`config.mk`:
```
export PLATFORM = sky130hd
export DESIGN_NAME = music_box_song_sequencer
export DESIGN_NICKNAME = d
export VERILOG_FILES = /design/src/rtl/music_box_pkg.sv /design/src/rtl/music_box_song_rom.sv /design/src/rtl/music_box_song_sequencer.sv
export SDC_FILE = /design/constraint.sdc
export NUM_CORES = 1
export LEC_CHECK = 0
export CAP_MARGIN = 20
export CORE_UTILIZATION = 49
export DETAILED_ROUTE_END_ITERATION = 10
export GPL_TIMING_DRIVEN = 0
export PLACE_DENSITY_LB_ADDON = 0.25
export RECOVER_POWER = 100
export SLEW_MARGIN = 30
export SYNTH_ARGS = -nofsm -noshare
export SYNTH_HDL_FRONTEND = slang
export SYNTH_SLANG_ARGS = --single-unit
```
`constraint.sdc`:
```
create_clock -name clock_50Mhz -period 8 [get_ports clock_50Mhz]
set_input_delay 1.6 -clock clock_50Mhz [delete_from_list [all_inputs] [get_ports clock_50Mhz]]
set_output_delay 1.6 -clock clock_50Mhz [all_outputs]
set_load 0.005 [all_outputs]
```
`src/rtl/music_box_pkg.sv`:
```
// Shared definitions for the music box: controller state codes, the song ROM
// entry layout and the sequencer FSM encoding.
package music_box_pkg;

    localparam logic [4:0] STATE_DO_NOTHING     = 5'd0;
    localparam logic [4:0] STATE_PLAY_SONG0     = 5'd1;
    localparam logic [4:0] STATE_PLAY_SONG1     = 5'd2;
    localparam logic [4:0] STATE_PLAY_RECORDING = 5'd3;
    localparam logic [4:0] STATE_MAKE_RECORDING = 5'd4;
    localparam logic [4:0] STATE_DEBUG          = 5'd8;

    localparam int NOTE_W  = 6;
    localparam int BEATS_W = 4;
    localparam int ENTRY_W = NOTE_W + BEATS_W;

    typedef struct packed {
        logic [NOTE_W-1:0]  note;
        logic [BEATS_W-1:0] beats;
    } rom_entry_t;

    // A zero beat count terminates a song.
    localparam logic [BEATS_W-1:0] END_MARKER = '0;

    typedef enum logic [2:0] {
        SEQ_IDLE,
        SEQ_FETCH,
        SEQ_PLAY,
        SEQ_GAP,
        SEQ_DONE
    } seq_state_t;

    function automatic rom_entry_t make_entry(input int note, input int beats);
        rom_entry_t e;
        e.note  = NOTE_W'(note);
        e.beats = BEATS_W'(beats);
        return e;
    endfunction

endpackage

```
`src/rtl/music_box_song_rom.sv`:
```
// Built-in song ROM: address {song, index}, one registered 10-bit entry per clock.
module music_box_song_rom
    import music_box_pkg::*;
#(
    parameter int IDX_W = 6
) (
    input  logic           clk,
    input  logic [IDX_W:0] addr,
    output rom_entry_t     entry
);

    function automatic rom_entry_t lookup(input logic song, input int unsigned idx);
        rom_entry_t e;
        e = make_entry(0, 0);
        if (!song) begin
            case (idx)
                0:       e = make_entry(5, 1);
                1:       e = make_entry(0, 2);
                2:       e = make_entry(12, 1);
                default: e = make_entry(0, 0);
            endcase
        end else begin
            // Eight one-beat notes, no rest; fills a short song completely.
            case (idx)
                0:       e = make_entry(8, 1);
                1:       e = make_entry(10, 1);
                2:       e = make_entry(12, 1);
                3:       e = make_entry(13, 1);
                4:       e = make_entry(15, 1);
                5:       e = make_entry(17, 1);
                6:       e = make_entry(19, 1);
                7:       e = make_entry(20, 1);
                default: e = make_entry(0, 0);
            endcase
        end
        return e;
    endfunction

    // NOTE: the read register is deliberately left without reset, like a block
    // RAM output; its value is only consumed in FETCH, after a valid address.
    always_ff @(posedge clk) begin
        entry <= lookup(addr[IDX_W], 32'(addr[IDX_W-1:0]));
    end

endmodule

```
`src/rtl/music_box_song_sequencer.sv`:
```
// Steps through the selected song ROM at a fixed tempo while the controller
// requests song 0 or song 1; any other state code aborts playback.
module music_box_song_sequencer
    import music_box_pkg::*;
#(
    parameter  int BEAT_CYCLES = 12_500_000,
    parameter  int GAP_CYCLES  = 1_250_000,
    parameter  int SONG_LEN    = 64,
    localparam int IDX_W       = $clog2(SONG_LEN)
) (
    input  logic              clock_50Mhz,
    input  logic              reset,
    input  logic [4:0]        input_State,
    output logic [NOTE_W-1:0] output_NoteCode,
    output logic              output_NoteValid,
    output logic              output_SongDone,
    output logic              output_Busy,
    output logic [IDX_W-1:0]  output_Index
);

    localparam int                CNT_W    = $clog2(15 * BEAT_CYCLES);
    localparam logic [CNT_W-1:0]  BEAT_CNT = CNT_W'(BEAT_CYCLES);
    localparam logic [CNT_W-1:0]  GAP_CNT  = CNT_W'(GAP_CYCLES);
    localparam logic [IDX_W-1:0]  LAST_IDX = IDX_W'(SONG_LEN - 1);

    seq_state_t       state_q;
    logic             song_q;
    logic [CNT_W-1:0] cnt_q;
    logic [CNT_W-1:0] play_len;
    logic [4:0]       song_code;
    logic             start;
    logic             leave;
    logic [IDX_W:0]   rom_addr;
    rom_entry_t       rom_q;

    music_box_song_rom #(
        .IDX_W (IDX_W)
    ) u_rom (
        .clk   (clock_50Mhz),
        .addr  (rom_addr),
        .entry (rom_q)
    );

    assign song_code = song_q ? STATE_PLAY_SONG1 : STATE_PLAY_SONG0;
    assign start     = (input_State == STATE_PLAY_SONG0) || (input_State == STATE_PLAY_SONG1);
    assign leave     = (state_q != SEQ_IDLE) && (input_State != song_code);
    assign play_len  = CNT_W'(rom_q.beats) * BEAT_CNT - GAP_CNT - CNT_W'(1);

    // The address runs one step ahead so the registered ROM word is ready in FETCH.
    // NOTE: rom_addr gets a default before any branch so no latch is inferred.
    always_comb begin
        rom_addr = {song_q, output_Index};
        if (state_q == SEQ_IDLE) begin
            rom_addr = {input_State == STATE_PLAY_SONG1, IDX_W'(0)};
        end else if (state_q == SEQ_GAP && cnt_q == '0) begin
            rom_addr = {song_q, output_Index + IDX_W'(1)};
        end
    end

    // NOTE: all state and outputs use non-blocking assignments so every register
    // samples the pre-edge values, independent of statement order.
    always_ff @(posedge clock_50Mhz) begin
        if (reset) begin
            state_q          <= SEQ_IDLE;
            song_q           <= 1'b0;
            cnt_q            <= '0;
            output_Index     <= '0;
            output_NoteCode  <= '0;
            output_NoteValid <= 1'b0;
            output_SongDone  <= 1'b0;
            output_Busy      <= 1'b0;
        end else begin
            output_SongDone <= 1'b0;
            if (leave) begin
                // Abort (or release from DONE) wins over any counter expiry.
                state_q          <= SEQ_IDLE;
                output_NoteCode  <= '0;
                output_NoteValid <= 1'b0;
                output_Busy      <= 1'b0;
            end else begin
                case (state_q)
                    SEQ_IDLE: begin
                        if (start) begin
                            song_q       <= (input_State == STATE_PLAY_SONG1);
                            output_Index <= '0;
                            output_Busy  <= 1'b1;
                            state_q      <= SEQ_FETCH;
                        end
                    end
                    SEQ_FETCH: begin
                        if (rom_q.beats == END_MARKER) begin
                            output_SongDone <= 1'b1;
                            state_q         <= SEQ_DONE;
                        end else begin
                            cnt_q            <= play_len;
                            output_NoteCode  <= rom_q.note;
                            output_NoteValid <= (rom_q.note != '0);
                            state_q          <= SEQ_PLAY;
                        end
                    end
                    SEQ_PLAY: begin
                        if (cnt_q == '0) begin
                            cnt_q            <= GAP_CNT - CNT_W'(1);
                            output_NoteCode  <= '0;
                            output_NoteValid <= 1'b0;
                            state_q          <= SEQ_GAP;
                        end else begin
                            cnt_q <= cnt_q - CNT_W'(1);
                        end
                    end
                    SEQ_GAP: begin
                        if (cnt_q == '0) begin
                            if (output_Index == LAST_IDX) begin
                                output_SongDone <= 1'b1;
                                state_q         <= SEQ_DONE;
                            end else begin
                                output_Index <= output_Index + IDX_W'(1);
                                state_q      <= SEQ_FETCH;
                            end
                        end else begin
                            cnt_q <= cnt_q - CNT_W'(1);
                        end
                    end
                    // DONE is held until the controller leaves the song code.
                    default: ;
                endcase
            end
        end
    end

endmodule

```
==> flow_metrics.tcl, run 1 <==
set metrics [dict create \
    final_cell_mix "53 x dfxtp_1, 37 x nor2_1, 31 x a21oi_1, 31 x o21ai_0, 28 x nand2_1" \
    synth-edff-count 0 \
    drv_cap 0 \
    wirelength_mm 8.39 \
    leakagePower_nw 1.39 \
    path_cells "dlygate4sd3_1, nor3_1, a21boi_0, a2bb2oi_1, nand3b_1, a21oi_1, a221oi_1" \
    post-route-util_pct 57.1 \
    grt_pass1_vias 2878 \
    num_antenna_cells 0 \
    synthCells 407 \
    drc 0 \
    grt_max_degree 19 \
    routedWlPerCell_um 16.4 \
    cts-hold-fix-buffers 0 \
    arrival_ns 4.97 \
    die_y_um 83.2 \
    synth.distinct_cells 62 \
    cts_sinks 53 \
    mostFrequentLayoutCell "dfxtp_1" \
    vias 3236 \
    coreArea_um2 6350 \
    clk_latency_ns 0.32 \
    cts_setup_buffers 0 \
    die-area_um2 6920 \
    relSlewSlack_pct 25.3 \
    max_freq_ghz 0.208 \
    initial_core_util_pct 50.8 \
    dieWidth_um 83.2 \
    worst-path-stages 7 \
    power_mw 0.881 \
    synthFlopType "dfxtp_1" \
    power_density_nw_per_um2 243 \
    slowest_stage "a21boi_0" \
    peakVddDrop_mv 0.147 \
    clk_pin_slew_ns 0.10 \
    num_io_pins 22 \
    status "finished clean" \
    syn2layout_area_growth_pct 12.3 \
    hold_viol_final 0 \
    path_delay_family "compound AO/OA/AOI/OAI gates" \
    ys_async_sr_fraction_pct 0 \
    worst_pin_slew_ns 1.11 \
    antenna_left 0 \
    cts.root.buffer_cell "clkbuf_8" \
    drt-pass1-iter-count 6 \
    drive_gt1_share_pct 7.14 \
    io_buffers 19 \
    max_stage_delay_ns 0.93 \
    cp_num_buf_inv 1 \
    hold_slack_ns 0.476 \
    finalMaxSlewViolations 0 \
    dp_hpwl_mm 6.10 \
    final_area_um2 3630 \
    drt_iter0_drc 266 \
    yosysSeqAreaShare_pct 32.9 \
    antenna_found_initial 0 \
    critPathKind "primary input to register" \
    fin_nets 454 \
    whs_path_depth 1 \
    grt_setup_unrepaired "false" \
    synth.cell_area_um2 3230 \
    crit_path_end_kind "register" \
    setup_viol 0 \
    cp-start-kind "primary input" \
    overflow 0 \
    fin_crit_sh_pct 60.0 \
    min_path_type "register to register" \
    finalSetupTns_ns 0 \
    viasPerCell 6.33 \
    reg2reg_depth 6 \
    gp_congestion 0.870 \
    cts.repair.resized 0 \
    min_period_ns 4.80 \
    cts_tree "built" \
    synth_seq_cells 53 \
    grtUsageTotal_pct 24.3 \
    syn-num-nets 428 \
    dpl_cell_area_um2 3510 \
    ys_warn_count 0 \
    required_ns 8.17 \
    synth.avg_cell_area_um2 7.93 \
    crit_fanout 10 \
    skew_ns 0.0106 \
    grt_pass1_wl_mm 13.7 \
    cts_buffer_depth 2 \
    rows 29 \
    htreeDepth 2 \
    cts_buffers 5 \
]
routing by layer:
metal | GRT usage, % | part of all wire, %
met5 | 0 | 0
met3 | 5.17 | 6.3
met1 | 31.7 | 45
met4 | 8.62 | 2.3
met2 | 39.7 | 46
metrics by stage:
| stage | worst slack (ns) | cells |
|---|---|---|
| 6_report | 3.20 | 511 |
| 5_1_grt | 2.86 | 511 |
| 4_1_cts | 3.75 | 511 |
| 3_5_place_dp | 3.43 | 503 |
| 3_3_place_gp | 3.46 | 503 |
| 2_1_floorplan | 4.49 | 407 |
synth_stat cells, types with 6 or more instances:
master	instances	area, um^2
a221oi_1	8	70.1
a21oi_1	31	155
nand4_1	6	37.5
or2_2	6	37.5
nor4_1	12	75.1
nand3_1	11	55.1
a22o_1	6	52.6
a31oi_1	9	56.3
nand2_1	28	105
dfxtp_1	53	1060
inv_1	19	71.3
ha_1	14	175
o21a_1	6	45.0
o21ai_0	30	150
nor3_1	25	125
nor2_1	37	139
clkbuf_1	15	56.3
final timing paths:
check / slack, ns / endpoint / startpoint
worst max-delay path: 3.20 / cnt_q[24] / input_State[4]
worst min-delay path: 0.48 / output_NoteCode[0] / u_rom.entry[4]
worst max register to register: 4.70 / cnt_q[24] / song_q
worst min register to register: 0.48 / output_NoteCode[0] / u_rom.entry[4]
sequential cells by signal, indices dropped and copies added, names as in the netlist, 3 cells and up:
| signal | flops |
|---|---|
| cnt_q | 28 |
| u_rom.entry | 7 |
| output_Index | 6 |
| output_NoteCode | 5 |
| state_q | 3 |
area by class of cell:
class | instances | area (um^2)
fill | 580 | 2720
timing repair buffer | 19 | 190
multi-input combinational | 315 | 2000
inverter | 19 | 71.3
tap | 77 | 96.3
buffer | 20 | 91.3
clock buffer | 5 | 68.8
clock inverter | 3 | 47.5
sequential | 53 | 1060
worst reg2reg max path: cells and delay by family (launching register included):
kind,cells,cell delay (ns)
DFF,1,0.35
AOI/OAI and AO/OA,4,1.96
and+or+nand+nor,2,0.85
cells by family (layout without fill, tap and decap cells):
kind of cell | Yosys count | after routing | synth area share (%)
AO/OA/AOI/OAI | 130 | 130 | 27.7
XOR/XNOR | 4 | 4 | 1.09
other | 1 | 1 | 0.116
adder cells (fa/ha/maj) | 14 | 14 | 5.43
multiplexers | 3 | 3 | 0.930
buffers and inverters | 39 | 66 | 5.08
AND/OR/NAND/NOR | 163 | 163 | 26.8
flip-flops | 53 | 53 | 32.9
power breakdown:
part	switching [mW]	leakage (nW)	internal, mW
clock	0.0976	0.0591	0.0956
combinational	0.259	0.901	0.128
sequential	0.0177	0.428	0.283
total	0.374	1.39	0.507
Power figures use the tool's default switching activity.
==> inputs of run 2 (changes only) <==
==> constraint.sdc (replaced) <==
create_clock -name clock_50Mhz -period 4.95 [get_ports clock_50Mhz]
set_input_delay 0.99 -clock clock_50Mhz [delete_from_list [all_inputs] [get_ports clock_50Mhz]]
set_output_delay 0.99 -clock clock_50Mhz [all_outputs]
set_load 0.005 [all_outputs]
==> run 2 against run 1 <==
  * Final area did not move
  * Critical endpoint is now cnt_q[22]
  * Via count rose by 0.15%
  * Clock power rose by 61%
  * Sequential power rose by 61%
  * Die area did not move
  * Clock skew rose by 0.00056 ns
  * Sequential cell count did not move
  * Count of clock-buffer cells in the layout did not move
  * Combinational power rose by 61%
  * Largest power group unchanged
  * Critical path type unchanged
==> flow_metrics.tcl, run 2 (synthesis gave the netlist of run 1 again) <==
set metrics [dict create \
    skew_ns 0.0112 \
    vias 3241 \
    drt_iter0_drc 269 \
    required_ns 5.12 \
    status "finished clean" \
    min_period_ns 3.81 \
    max_freq_ghz 0.262 \
    arrival_ns 3.98 \
    largest_reg_flops 28 \
    gp_congestion 0.870 \
    cts-hold-fix-buffers 0 \
    routedWlPerCell_um 16.3 \
    max_stage_delay_ns 0.62 \
    relSlewSlack_pct 37.3 \
    reg.largest.list "cnt_q (28), u_rom.entry (7), output_Index (6)" \
    drc 0 \
    antenna_found_initial 0 \
    slowest_stage "dlygate4sd3_1" \
    hold_slack_ns 0.476 \
    clk_pin_slew_ns 0.10 \
    cts_setup_buffers 0 \
    min_path_type "register to register" \
    finalWorstSetupSlack_ns 1.14 \
    power_density_nw_per_um2 392 \
    finalMaxSlewViolations 0 \
    path_cells "dlygate4sd3_1, or3b_2, a21boi_2, a2bb2oi_1, nand3b_1, a21oi_1, a221oi_1" \
    cts.repair.resized 0 \
    drive_gt1_share_pct 7.14 \
    drt-pass1-iter-count 5 \
    cts_buffers 5 \
    grtUsageTotal_pct 24.3 \
    crit_fanout 10 \
    die-area_um2 6920 \
    mostFrequentLayoutCell "dfxtp_1" \
    rows 29 \
    drv_cap 0 \
    fin_nets 454 \
    grt_setup_unrepaired "false" \
    io_buffers 19 \
    critPathKind "primary input to register" \
    fin_crit_sh_pct 77.0 \
    cts_sinks 53 \
    fillers 578 \
    die_y_um 83.2 \
    viasPerCell 6.34 \
    htreeDepth 2 \
    setup_viol 0 \
    multi_input_area_um2 2000 \
    power_mw 1.42 \
    initial_core_util_pct 50.8 \
    leakagePower_nw 1.38 \
    wirelength_mm 8.34 \
    cts_tree "built" \
    coreArea_um2 6350 \
    grt_pass1_vias 2878 \
    regArea_um2 1060 \
    crit_path_end_kind "register" \
    syn2layout_area_growth_pct 12.3 \
    hold_viol_final 0 \
    finalSetupTns_ns 0 \
    top_register "cnt_q" \
    cts_buffer_depth 2 \
    dp_hpwl_mm 6.10 \
    cp-start-kind "primary input" \
    grt_pass1_wl_mm 13.7 \
    overflow 0 \
    worst_pin_slew_ns 0.935 \
    cts.root.buffer_cell "clkbuf_8" \
    dieWidth_um 83.2 \
    final_cell_mix "53 x dfxtp_1, 37 x nor2_1, 31 x a21oi_1, 31 x o21ai_0, 28 x nand2_1" \
    grt_max_degree 19 \
    num_antenna_cells 0 \
    peakVddDrop_mv 0.237 \
    clk_latency_ns 0.32 \
    num_io_pins 22 \
    antenna_left 0 \
    dpl_worst_slack_ns 0.989 \
]
-- run 2: cell types whose count changed in the layout (fill, tap and decap cells not counted), sizes merged --
cell | before | now
buf | 4 | 3
clkbuf | 21 | 22
-- run 2: metal layers --
metal	GRT usage (%)	up-vias	part of all wire [%]	wire (um)
met4	8.62	0	1.7	138
met2	39.7	103	48	3970
li1	-	1584	-	-
met5	0	-	0	0
met1	31.7	1541	45	3730
met3	5.17	13	6.0	501
-- run 2: report_power, final --
| group | switching [mW] | leakage [nW] | total [mW] | internal [mW] |
|---|---|---|---|---|
| Combinational | 0.418 | 0.896 | 0.625 | 0.207 |
| Clock | 0.157 | 0.0591 | 0.311 | 0.155 |
| Sequential | 0.0284 | 0.428 | 0.486 | 0.458 |
| Total | 0.604 | 1.38 | 1.42 | 0.819 |
-- run 2: final timing paths --
| check | from | end | slack, ns | cells after the start |
|---|---|---|---|---|
| worst max register to register | cnt_q[7] | u_rom.entry[4] | 1.52 | 10 |
| worst max-delay path | input_State[0] | cnt_q[22] | 1.14 | 7 |
| worst min-delay path | u_rom.entry[4] | output_NoteCode[0] | 0.48 | 1 |
| worst min register to register | u_rom.entry[4] | output_NoteCode[0] | 0.48 | 1 |
-- run 2: cell type report --
cell class,instances,share of cell area [%]
timing repair buffer,19,5.24
sequential,53,29.3
clock inverter,3,1.31
multi-input combinational,315,55.2
inverter,19,1.97
clock buffer,5,1.90
buffer,20,2.42
tap,77,2.66
-- run 2: metrics by stage --
step | area, um^2 | util, % | cells
global placement | 3510 | 55.3 | 503
CTS | 3630 | 57.2 | 511
finish | 3630 | 57.1 | 511
global route | 3630 | 57.1 | 511
detailed placement | 3510 | 55.3 | 503
floorplan | 3230 | - | 407
-- run 2: critical path: cells and delay by family --
| kind | cells | cell delay, ns |
|---|---|---|
| AO/OA/AOI/OAI | 4 | 1.48 |
| AND/OR/NAND/NOR | 2 | 0.87 |
| buffers and inverters | 1 | 0.62 |
